===== src/rtl/scmp_useq.sv =====
// Microcode sequencer for the SC/MP family: owns mc_pc, a small return stack,
// a bus-wait stall and trap dispatch at the opcode decode point.
module scmp_useq #(
  parameter int              PC_W     = 8,
  parameter int              DISP_W   = 5,
  parameter int              COND_W   = 4,
  parameter int              STK_D    = 4,
  parameter logic [PC_W-1:0] FETCH_PC = '0,
  parameter logic [PC_W-1:0] TRAP_PC  = 8'hF0,
  localparam int             SP_W     = $clog2(STK_D + 1)
) (
  input  logic              clk,
  input  logic              rst,
  input  logic [DISP_W-1:0] uw_next,
  input  logic [COND_W-1:0] uw_condm,
  input  logic [COND_W-1:0] uw_condx,
  input  logic              uw_decode,
  input  logic              uw_call,
  input  logic              uw_ret,
  input  logic              uw_wait,
  input  logic [COND_W-1:0] cond_in,
  input  logic [PC_W-1:0]   op_pc,
  input  logic              bus_rdy,
  input  logic              trap_req,
  output logic [PC_W-1:0]   mc_pc,
  output logic              trap_ack,
  output logic [SP_W-1:0]   sp_lvl,
  output logic              stk_ovf,
  output logic              stk_unf
);

  localparam int              IDX_W   = (STK_D > 1) ? $clog2(STK_D) : 1;
  localparam logic [SP_W-1:0] SP_FULL = SP_W'(STK_D);

  typedef enum logic [2:0] {
    ACT_STALL,
    ACT_DECODE,
    ACT_RET,
    ACT_SKIP,
    ACT_CALL,
    ACT_HOME,
    ACT_JUMP
  } act_e;

  logic [PC_W-1:0] pc_q, pc_d;
  logic [SP_W-1:0] sp_q, sp_d;
  logic            ovf_q, ovf_d;
  logic            unf_q, unf_d;
  logic            ack_q, ack_d;
  logic [PC_W-1:0] stk_q [2**IDX_W];

  logic            cond;
  act_e            act;
  logic [PC_W-1:0] pc_inc;
  logic [PC_W-1:0] pc_rel;
  logic [SP_W-1:0] sp_dec;
  logic [IDX_W-1:0] pop_idx;
  logic [IDX_W-1:0] push_idx;
  logic            push_en;

  assign cond     = |((cond_in ^ uw_condx) & uw_condm);
  assign pc_inc   = pc_q + 1'b1;
  assign pc_rel   = pc_q + {{(PC_W - DISP_W){uw_next[DISP_W-1]}}, uw_next};
  assign sp_dec   = sp_q - 1'b1;
  assign pop_idx  = sp_dec[IDX_W-1:0];
  assign push_idx = sp_q[IDX_W-1:0];

  // First matching rule wins; the order is the architectural priority.
  always_comb begin
    if (uw_wait && !bus_rdy) act = ACT_STALL;
    else if (uw_decode)      act = ACT_DECODE;
    else if (uw_ret)         act = ACT_RET;
    else if (cond)           act = ACT_SKIP;
    else if (uw_call)        act = ACT_CALL;
    else if (uw_next == '0)  act = ACT_HOME;
    else                     act = ACT_JUMP;
  end

  // NOTE: every signal gets a default before the case so no path leaves it
  // unassigned, which would otherwise infer a latch.
  always_comb begin
    pc_d    = pc_q;
    sp_d    = sp_q;
    ovf_d   = ovf_q;
    unf_d   = unf_q;
    ack_d   = 1'b0;
    push_en = 1'b0;
    unique case (act)
      ACT_STALL: ;
      ACT_DECODE: begin
        if (trap_req) begin
          pc_d  = TRAP_PC;
          ack_d = 1'b1;
        end else begin
          pc_d = op_pc;
        end
      end
      ACT_RET: begin
        if (sp_q != '0) begin
          pc_d = stk_q[pop_idx];
          sp_d = sp_dec;
        end else begin
          pc_d  = FETCH_PC;
          unf_d = 1'b1;
        end
      end
      ACT_SKIP: pc_d = pc_inc;
      ACT_CALL: begin
        pc_d = (uw_next == '0) ? FETCH_PC : pc_rel;
        if (sp_q == SP_FULL) begin
          ovf_d = 1'b1;
        end else begin
          push_en = 1'b1;
          sp_d    = sp_q + 1'b1;
        end
      end
      ACT_HOME: pc_d = FETCH_PC;
      ACT_JUMP: pc_d = pc_rel;
      default:  ;
    endcase
  end

  // NOTE: state registers use non-blocking assignment so every flop samples
  // the pre-edge value of its neighbours.
  always_ff @(posedge clk) begin
    if (rst) begin
      pc_q  <= FETCH_PC;
      sp_q  <= '0;
      ovf_q <= 1'b0;
      unf_q <= 1'b0;
      ack_q <= 1'b0;
    end else begin
      pc_q  <= pc_d;
      sp_q  <= sp_d;
      ovf_q <= ovf_d;
      unf_q <= unf_d;
      ack_q <= ack_d;
    end
  end

  // NOTE: stack entries are deliberately not reset; sp_q alone defines which
  // entries are valid, so the storage can map onto plain register-file cells.
  always_ff @(posedge clk) begin
    if (push_en) stk_q[push_idx] <= pc_inc;
  end

  assign mc_pc    = pc_q;
  assign sp_lvl   = sp_q;
  assign stk_ovf  = ovf_q;
  assign stk_unf  = unf_q;
  assign trap_ack = ack_q;

endmodule

===== config.mk =====
export PLATFORM = sky130hd
export DESIGN_NAME = scmp_useq
export DESIGN_NICKNAME = d
export VERILOG_FILES = /design/src/rtl/scmp_useq.sv
export SDC_FILE = /design/constraint.sdc
export NUM_CORES = 1
export LEC_CHECK = 0
export ABC_AREA = 1
export CORE_MARGIN = 3
export CORE_UTILIZATION = 48
export CTS_CLUSTER_SIZE = 16
export DETAILED_ROUTE_END_ITERATION = 10
export HOLD_SLACK_MARGIN = 0.05
export PLACE_DENSITY = 0.76
export SKIP_LAST_GASP = 1
export SYNTH_ARGS = -nofsm -noshare
export SYNTH_HDL_FRONTEND = slang
export SYNTH_SLANG_ARGS = --single-unit

===== constraint.sdc =====
create_clock -name clk -period 2.07 [get_ports clk]
set_input_delay 0.621 -clock clk [delete_from_list [all_inputs] [get_ports clk]]
set_output_delay 0.621 -clock clk [all_outputs]
set_load 0.05 [all_outputs]

# After elaboration in Yosys (flattened, before gate mapping)
# Memories as Yosys holds them, arrays and structs flattened.
# Index checks and enable logic that the tools add are counted.
# word_totals
register_bits,14
inputBits,33
n_memories,1
wordCells,52
mem_bits_rw,32
output_inout_bits,14
# classes
bitwise,4
n_addsub,4
muxes,18
eq_ne,9
n_reduce_logical,11
# memory_table
name,depth,word_bits,rd,rd_ports_with_merged_regs,write_ports,line,source
stk_q,4,8,1,0,1,50,logic [PC_W-1:0] stk_q [2**IDX_W];
# op_table
cell,count
one-hot mux 8 bit (6 select lines),1
2-to-1 mux 8 bit,3
2-to-1 mux 3 bit,6
"== test 3 bit, second input constant",4
"adder 8 x 1 -> 8 bit, second input constant",1
adder 8 bit,1
"== test 3 x 2 -> 1 bit, second input constant",2
one-hot mux 3 bit (2 select lines),1
nonzero test 6 bit,1
logical NOT 5 bit,1
2-to-1 mux 1 bit,5
bitwise AND 4 bit,1
2-to-1 mux 2 bit,2
"inequality test 2 bit, second input constant",2
AND reduction 2 bit,2
OR reduction 4 bit,1
bitwise XOR 4 bit,1
"adder 3 x 1 -> 3 bit, second input constant",1
"== test 3 x 1 -> 1 bit, second input constant",1
AND reduction 3 bit,1
nonzero test 3 bit,1
"subtractor 3 x 1 -> 3 bit, second input constant",1
NOT 1 bit,2
nonzero test 2 bit,1
other kinds (3),3

# Longest topological paths before layout
# logic_depth
ltp_word,11
depth_mapped,14
depth_no_buf,14

# Least setup slack after synthesis
# No wires, ideal clock.
# synth_path
path_kind,register to register
startpoint,"reg sp_q[0], in the netlist sp_lvl[0]"
endpoint,"mem stk_q[1][0], enable pin"
t_arrival_ps,2212
t_required_ps,1699
setup_time_ps,371
period_less_slack_ps,2583
stages_incl_launch_ff,8
path_slack_ps,-513
n_path_buf,2
path_cell_list,dfxtp_1 > buf_2 > clkinv_1 > clkbuf_1 > ha_1 > nand2_1 > nand3_1 > nor2_1
# synth_between
elab_chain_cells,5
# synth_rtl
item,line,source
from (decl),46,"logic [SP_W-1:0] sp_q, sp_d;"
from (signal assigned),134,sp_q <= sp_d;
== test 3 bit,110,if (sp_q == SP_FULL) begin
2-to-1 mux 1 bit,110,
2-to-1 mux 1 bit,88,unique case (act)
2-to-1 mux 1 bit,144,if (push_en) stk_q[push_idx] <= pc_inc;
2-to-1 mux 1 bit (implied by the code),144,
to (decl),50,
# Parallel ways exist; a longest one is shown, timed or not.

# Worst setup path in the final report
# layout_path
startpoint,in uw_decode
endpoint,"reg pc_q[5], in the netlist mc_pc[5]"
# layout_between
elab_chain_cells,4
word_cells_on_any_way,10
cone_classes,eq/ne: 6; mux: 3; reduce/logical: 1
# layout_rtl
item,line,source
from (decl),17,"input logic uw_decode,"
2-to-1 mux 3 bit *,71,else if (uw_decode) act = ACT_DECODE;
2-to-1 mux 3 bit *,70,if (uw_wait && !bus_rdy) act = ACT_STALL;
== test 3 bit (tied with other cells),88,
one-hot mux 8 bit (6 select lines) / nonzero test 6 bit (equally long branches),-,
to (signal assigned),133,pc_q <= pc_d;
to (decl),45,"logic [PC_W-1:0] pc_q, pc_d;"
# Every way passes the cells marked *; elsewhere a longest branch is shown, timed or not.
# A chain may end at the register's enable or synchronous reset.

==> summary by stage <==
Final layout
The number of diodes is 0. The number of standard cells in the layout, taps in and fillers out is 514. At the end of the flow the core is filled with cells to 71.8%. The library cell used most frequently in the layout, excluding fill and tap cells, is sky130_fd_sc_hd__buf_4. For this run, the post-layout net count is 488.

In the layout the commonest cells are sky130_fd_sc_hd__buf_4, sky130_fd_sc_hd__nand2_1, sky130_fd_sc_hd__inv_1. Compared with the post-synthesis result, the final layout area differs by 41.7%. The fraction of final layout cells with drive strength greater than 1 is 29.2%.

Die
The core area is 5610 µm². The die covers 6880 µm². The die height is 82.9 µm.

The site row count is 27. In this run the count of I/O pins placed on the die edge is 47. Measured along the x axis, the die boundary spans 82.9 µm. The starting density of the core is 50.6%.

Timing
The timing-limited maximum frequency is 511 MHz. The worst path uses 94.5% of the clock period. The final critical-path setup slack is 0.113 ns.

The shortest period the worst path allows is 1.96 ns. The tightest hold path in the finished design has a slack of 0.498 ns. The number of setup violations in the final report is 0.

The hold violation count in the final report is 0. The max-slew violation count was 0. Clock skew on the completed layout was measured at 0.0154 ns. The worst slew margin relative to its limit is 75.2%.

For the pin with the worst max-slew slack, the measured transition is 0.371 ns.

Synth
In this run, synthesis produced a sequential element count of 46. sky130_fd_sc_hd__edfxtp_1 takes more of the synthesized area than any other cell. Synthesis handed over a netlist of 343 instances. The Yosys step of the flow raised 0 warnings. Summing the areas of all compound-gate instances in the mapped netlist gives 13.4% of the synthesized area. The largest family of logic cells by synthesized area is simple AND/OR/NAND/NOR gates.

The netlist area before placement is 2840 µm². The multiplexer fraction of the synthesized cell area is 0%. Of the total synthesized cell area, the portion taken by XOR and XNOR cells is 3.70%. The share of flip-flops with an asynchronous set or reset after synthesis is 0%. After synthesis, flip-flops and latches occupy 43.7% of the total area. The average size of a mapped cell is 8.28 µm². The synthesized net count is 390. Counting flops with a built-in enable in the synthesized netlist gives 32.

The count of distinct cell types in the synthesized netlist is 34. Of the total synthesized cell area, the portion taken by AND, OR, NAND and NOR gates is 25.2%. In this run the biggest area consumer among cell types represents 33.8% of the synthesized area.

By area the synthesized netlist is led by sky130_fd_sc_hd__edfxtp_1, sky130_fd_sc_hd__dfxtp_1, sky130_fd_sc_hd__nand2_1, sky130_fd_sc_hd__inv_1, sky130_fd_sc_hd__o21ai_0. The adder-cell share of the synthesized area is 6.43%. Among all flip-flop cells after synthesis, the most frequent one is sky130_fd_sc_hd__edfxtp_1.

Routing
The average wire per cell in the routed design is 14.3 µm. In the routed layout, each cell is associated on average with a via count of 5.17. In this run, the number of DRC markers left after iteration 0 of detailed routing was 126.

The final wirelength is 7330 µm. The detailed-router iteration count before antenna repair is 4. For this run, design rule violations remaining after detail routing come to 0. Once detail routing completed, the nets flagged for antenna violations numbered 0. The routed layout has 2655 vias.

Place
OpenSTA, run right after detailed placement, puts the worst setup slack at -0.529 ns. The routability congestion estimate is 0.888. The number of placed cells counting well taps is 499.

The HPWL after detailed placement is 5430 µm. In this run the tool buffered the top-level ports with 46 buffer cells.

Global routing
The overall track demand over capacity in global routing is 21.2%. The number of global-route vias before repair is 2622. The number of antenna violations at the first check in global routing is 0. Entering global routing, the biggest net connects 22 pins. The total congestion overflow is 0. The wire length of the first global-routing pass is 11800 µm.

Setup path
STA classifies the critical path startpoint as an input pin. The worst register-to-register path has a depth of 5. The critical-path cell with the highest stage delay is sky130_fd_sc_hd__clkdlybuf4s50_1. Walking the worst path, the cells encountered are clkdlybuf4s50_1 > nor2_4 > nand3_2 > nor2_4 > buf_6 > buf_4 > nand3_2 > nand2_2 > buf_12 > nand3_1 > a21oi_2. The endpoint identified for the worst register-to-register timing path is stk_q[3][3]. In this run the worst path has a maximum fanout of 6.

The worst path required time is 2.32 ns. The worst register-to-register path begins at sp_lvl[0]. The data arrival time of the critical path is 2.21 ns. The kind of cell with the highest combined delay along the critical path is buffers and inverters. The element type at the critical path end is a register. The critical path buffer and inverter count is 4. The register-to-register setup slack is 0.27 ns. For this run, the slowest stage of the critical path takes 0.47 ns.

The critical path in this run is classified as in2reg.

Power and ir drop
In this run the static leakage power is 1.81 nW. VDD sags by at most 0.392 mV. For this design the ratio of total power to cell area is 625 nW/µm².

The final total power is 2.52 mW.

CTS
The CTS H-tree depth is 2. The tree is rooted in a sky130_fd_sc_hd__clkbuf_8. The maximum clock path buffer count is 2. Clock-pin slew was measured on the worst setup and hold paths at 0.10 ns. The number of clock buffers added by TritonCTS is 5. TritonCTS built the clock tree. Clock latency on the worst-skew pair, taken at its later pin, is 0.31 ns. The number of clock sinks seen by CTS is 46.

Min path
The class of the tightest hold or removal check is reg2reg. The startpoint of the lowest-slack hold path is stk_ovf. The instance count along the most critical hold path is 1. The end point of the worst hold path is stk_ovf.

Status
The run finished with clean final reports.

Flow run
Max-cap violations in this run came to 0.
-- flip-flops by register name (all words and copies together) (netlist names) --
signal    count
mc_pc         8
sp_lvl        3
stk_ovf       1
stk_q        32
stk_unf       1
trap_ack      1
-- final cells by class --
cell class	count	area (µm²)
well taps	72	90.1
flip-flops and latches	46	1250
multi-input cells	240	1540
clock buffers	5	68.8
clock inverters	3	43.8
repair buffers	97	846
inverters	51	193
fillers	447	1580
-- cells by family after synthesis --
logic type      Yosys count
simple gates            146
buf+inv                  57
xor+xnor                 12
fa+ha+maj                14
flops                    46
compound gates           68
-- worst register-to-register path, stage by stage, from the launching register on --
cell	delay, ns
sky130_fd_sc_hd__dfxtp_4	0.49
sky130_fd_sc_hd__clkinv_2	0.09
sky130_fd_sc_hd__ha_1	0.24
sky130_fd_sc_hd__nand2_1	0.23
sky130_fd_sc_hd__nand3_4	0.16
sky130_fd_sc_hd__nor2_4	0.28
-- worst max path at each step --
stage | from | endpoint | slack (ns) | depth (start not counted)
detailed placement | uw_next[0] | mc_pc[4] | -0.53 | 10
floorplan | mc_pc[1] | mc_pc[6] | 0.01 | 8
CTS | uw_next[3] | mc_pc[6] | -0.01 | 10
global placement | uw_next[0] | mc_pc[6] | -0.46 | 10
finish | uw_decode | mc_pc[5] | 0.11 | 11
global route | cond_in[1] | sp_lvl[1] | -0.02 | 16
-- timing repair --
item	CTS	global route
setup buffers	2	5
hold buffers	0	0
pin swaps	14	18
setup endpoints to repair	44	45
resized for setup	30	24
-- metal layers --
| layer | wire length, µm | part of all wire, % | global-route usage, % | vias up |
|---|---|---|---|---|
| met5 | 0 | 0 | 0 | - |
| met4 | 170 | 2.3 | 7.43 | 0 |
| met3 | 373 | 5.1 | 3.17 | 15 |
| met2 | 3800 | 52 | 39.7 | 85 |
| met1 | 2990 | 41 | 24.3 | 1211 |
| li1 | - | - | - | 1344 |
-- Yosys cell counts (2+ instances only) --
master	instances
sky130_fd_sc_hd__nor3_1	3
sky130_fd_sc_hd__nand3b_1	2
sky130_fd_sc_hd__clkbuf_1	5
sky130_fd_sc_hd__a32o_1	2
sky130_fd_sc_hd__xor2_1	7
sky130_fd_sc_hd__edfxtp_1	32
sky130_fd_sc_hd__nor2_4	6
sky130_fd_sc_hd__nand3_1	23
sky130_fd_sc_hd__nand2_4	2
sky130_fd_sc_hd__inv_2	2
sky130_fd_sc_hd__dfxtp_1	14
sky130_fd_sc_hd__xnor2_1	5
sky130_fd_sc_hd__nand2_1	58
sky130_fd_sc_hd__ha_1	13
sky130_fd_sc_hd__nor2_1	39
sky130_fd_sc_hd__o211ai_1	3
sky130_fd_sc_hd__nand3_2	6
sky130_fd_sc_hd__inv_1	47
sky130_fd_sc_hd__nand2_2	3
sky130_fd_sc_hd__a21oi_1	18
sky130_fd_sc_hd__o21ai_0	33
sky130_fd_sc_hd__a21oi_2	2
sky130_fd_sc_hd__clkinv_1	2
sky130_fd_sc_hd__o22ai_1	6
-- power breakdown --
| part | switching, mW | total [mW] | internal [mW] | leakage, nW |
|---|---|---|---|---|
| clock | 0.324 | 0.686 | 0.362 | 0.0585 |
| sequential | 0.0378 | 1.05 | 1.02 | 0.405 |
| combinational | 0.448 | 0.776 | 0.328 | 1.34 |
-- metrics by stage --
stage | TNS [ns] | area, µm²
after floorplan | 0 | 2880
after global placement | -16.68 | 3710
after detailed placement | -19.06 | 3710
after CTS | -0.0375 | 3890
after global routing | -0.0239 | 4020
final | 0 | 4020
(Power assumes the default switching activity.)
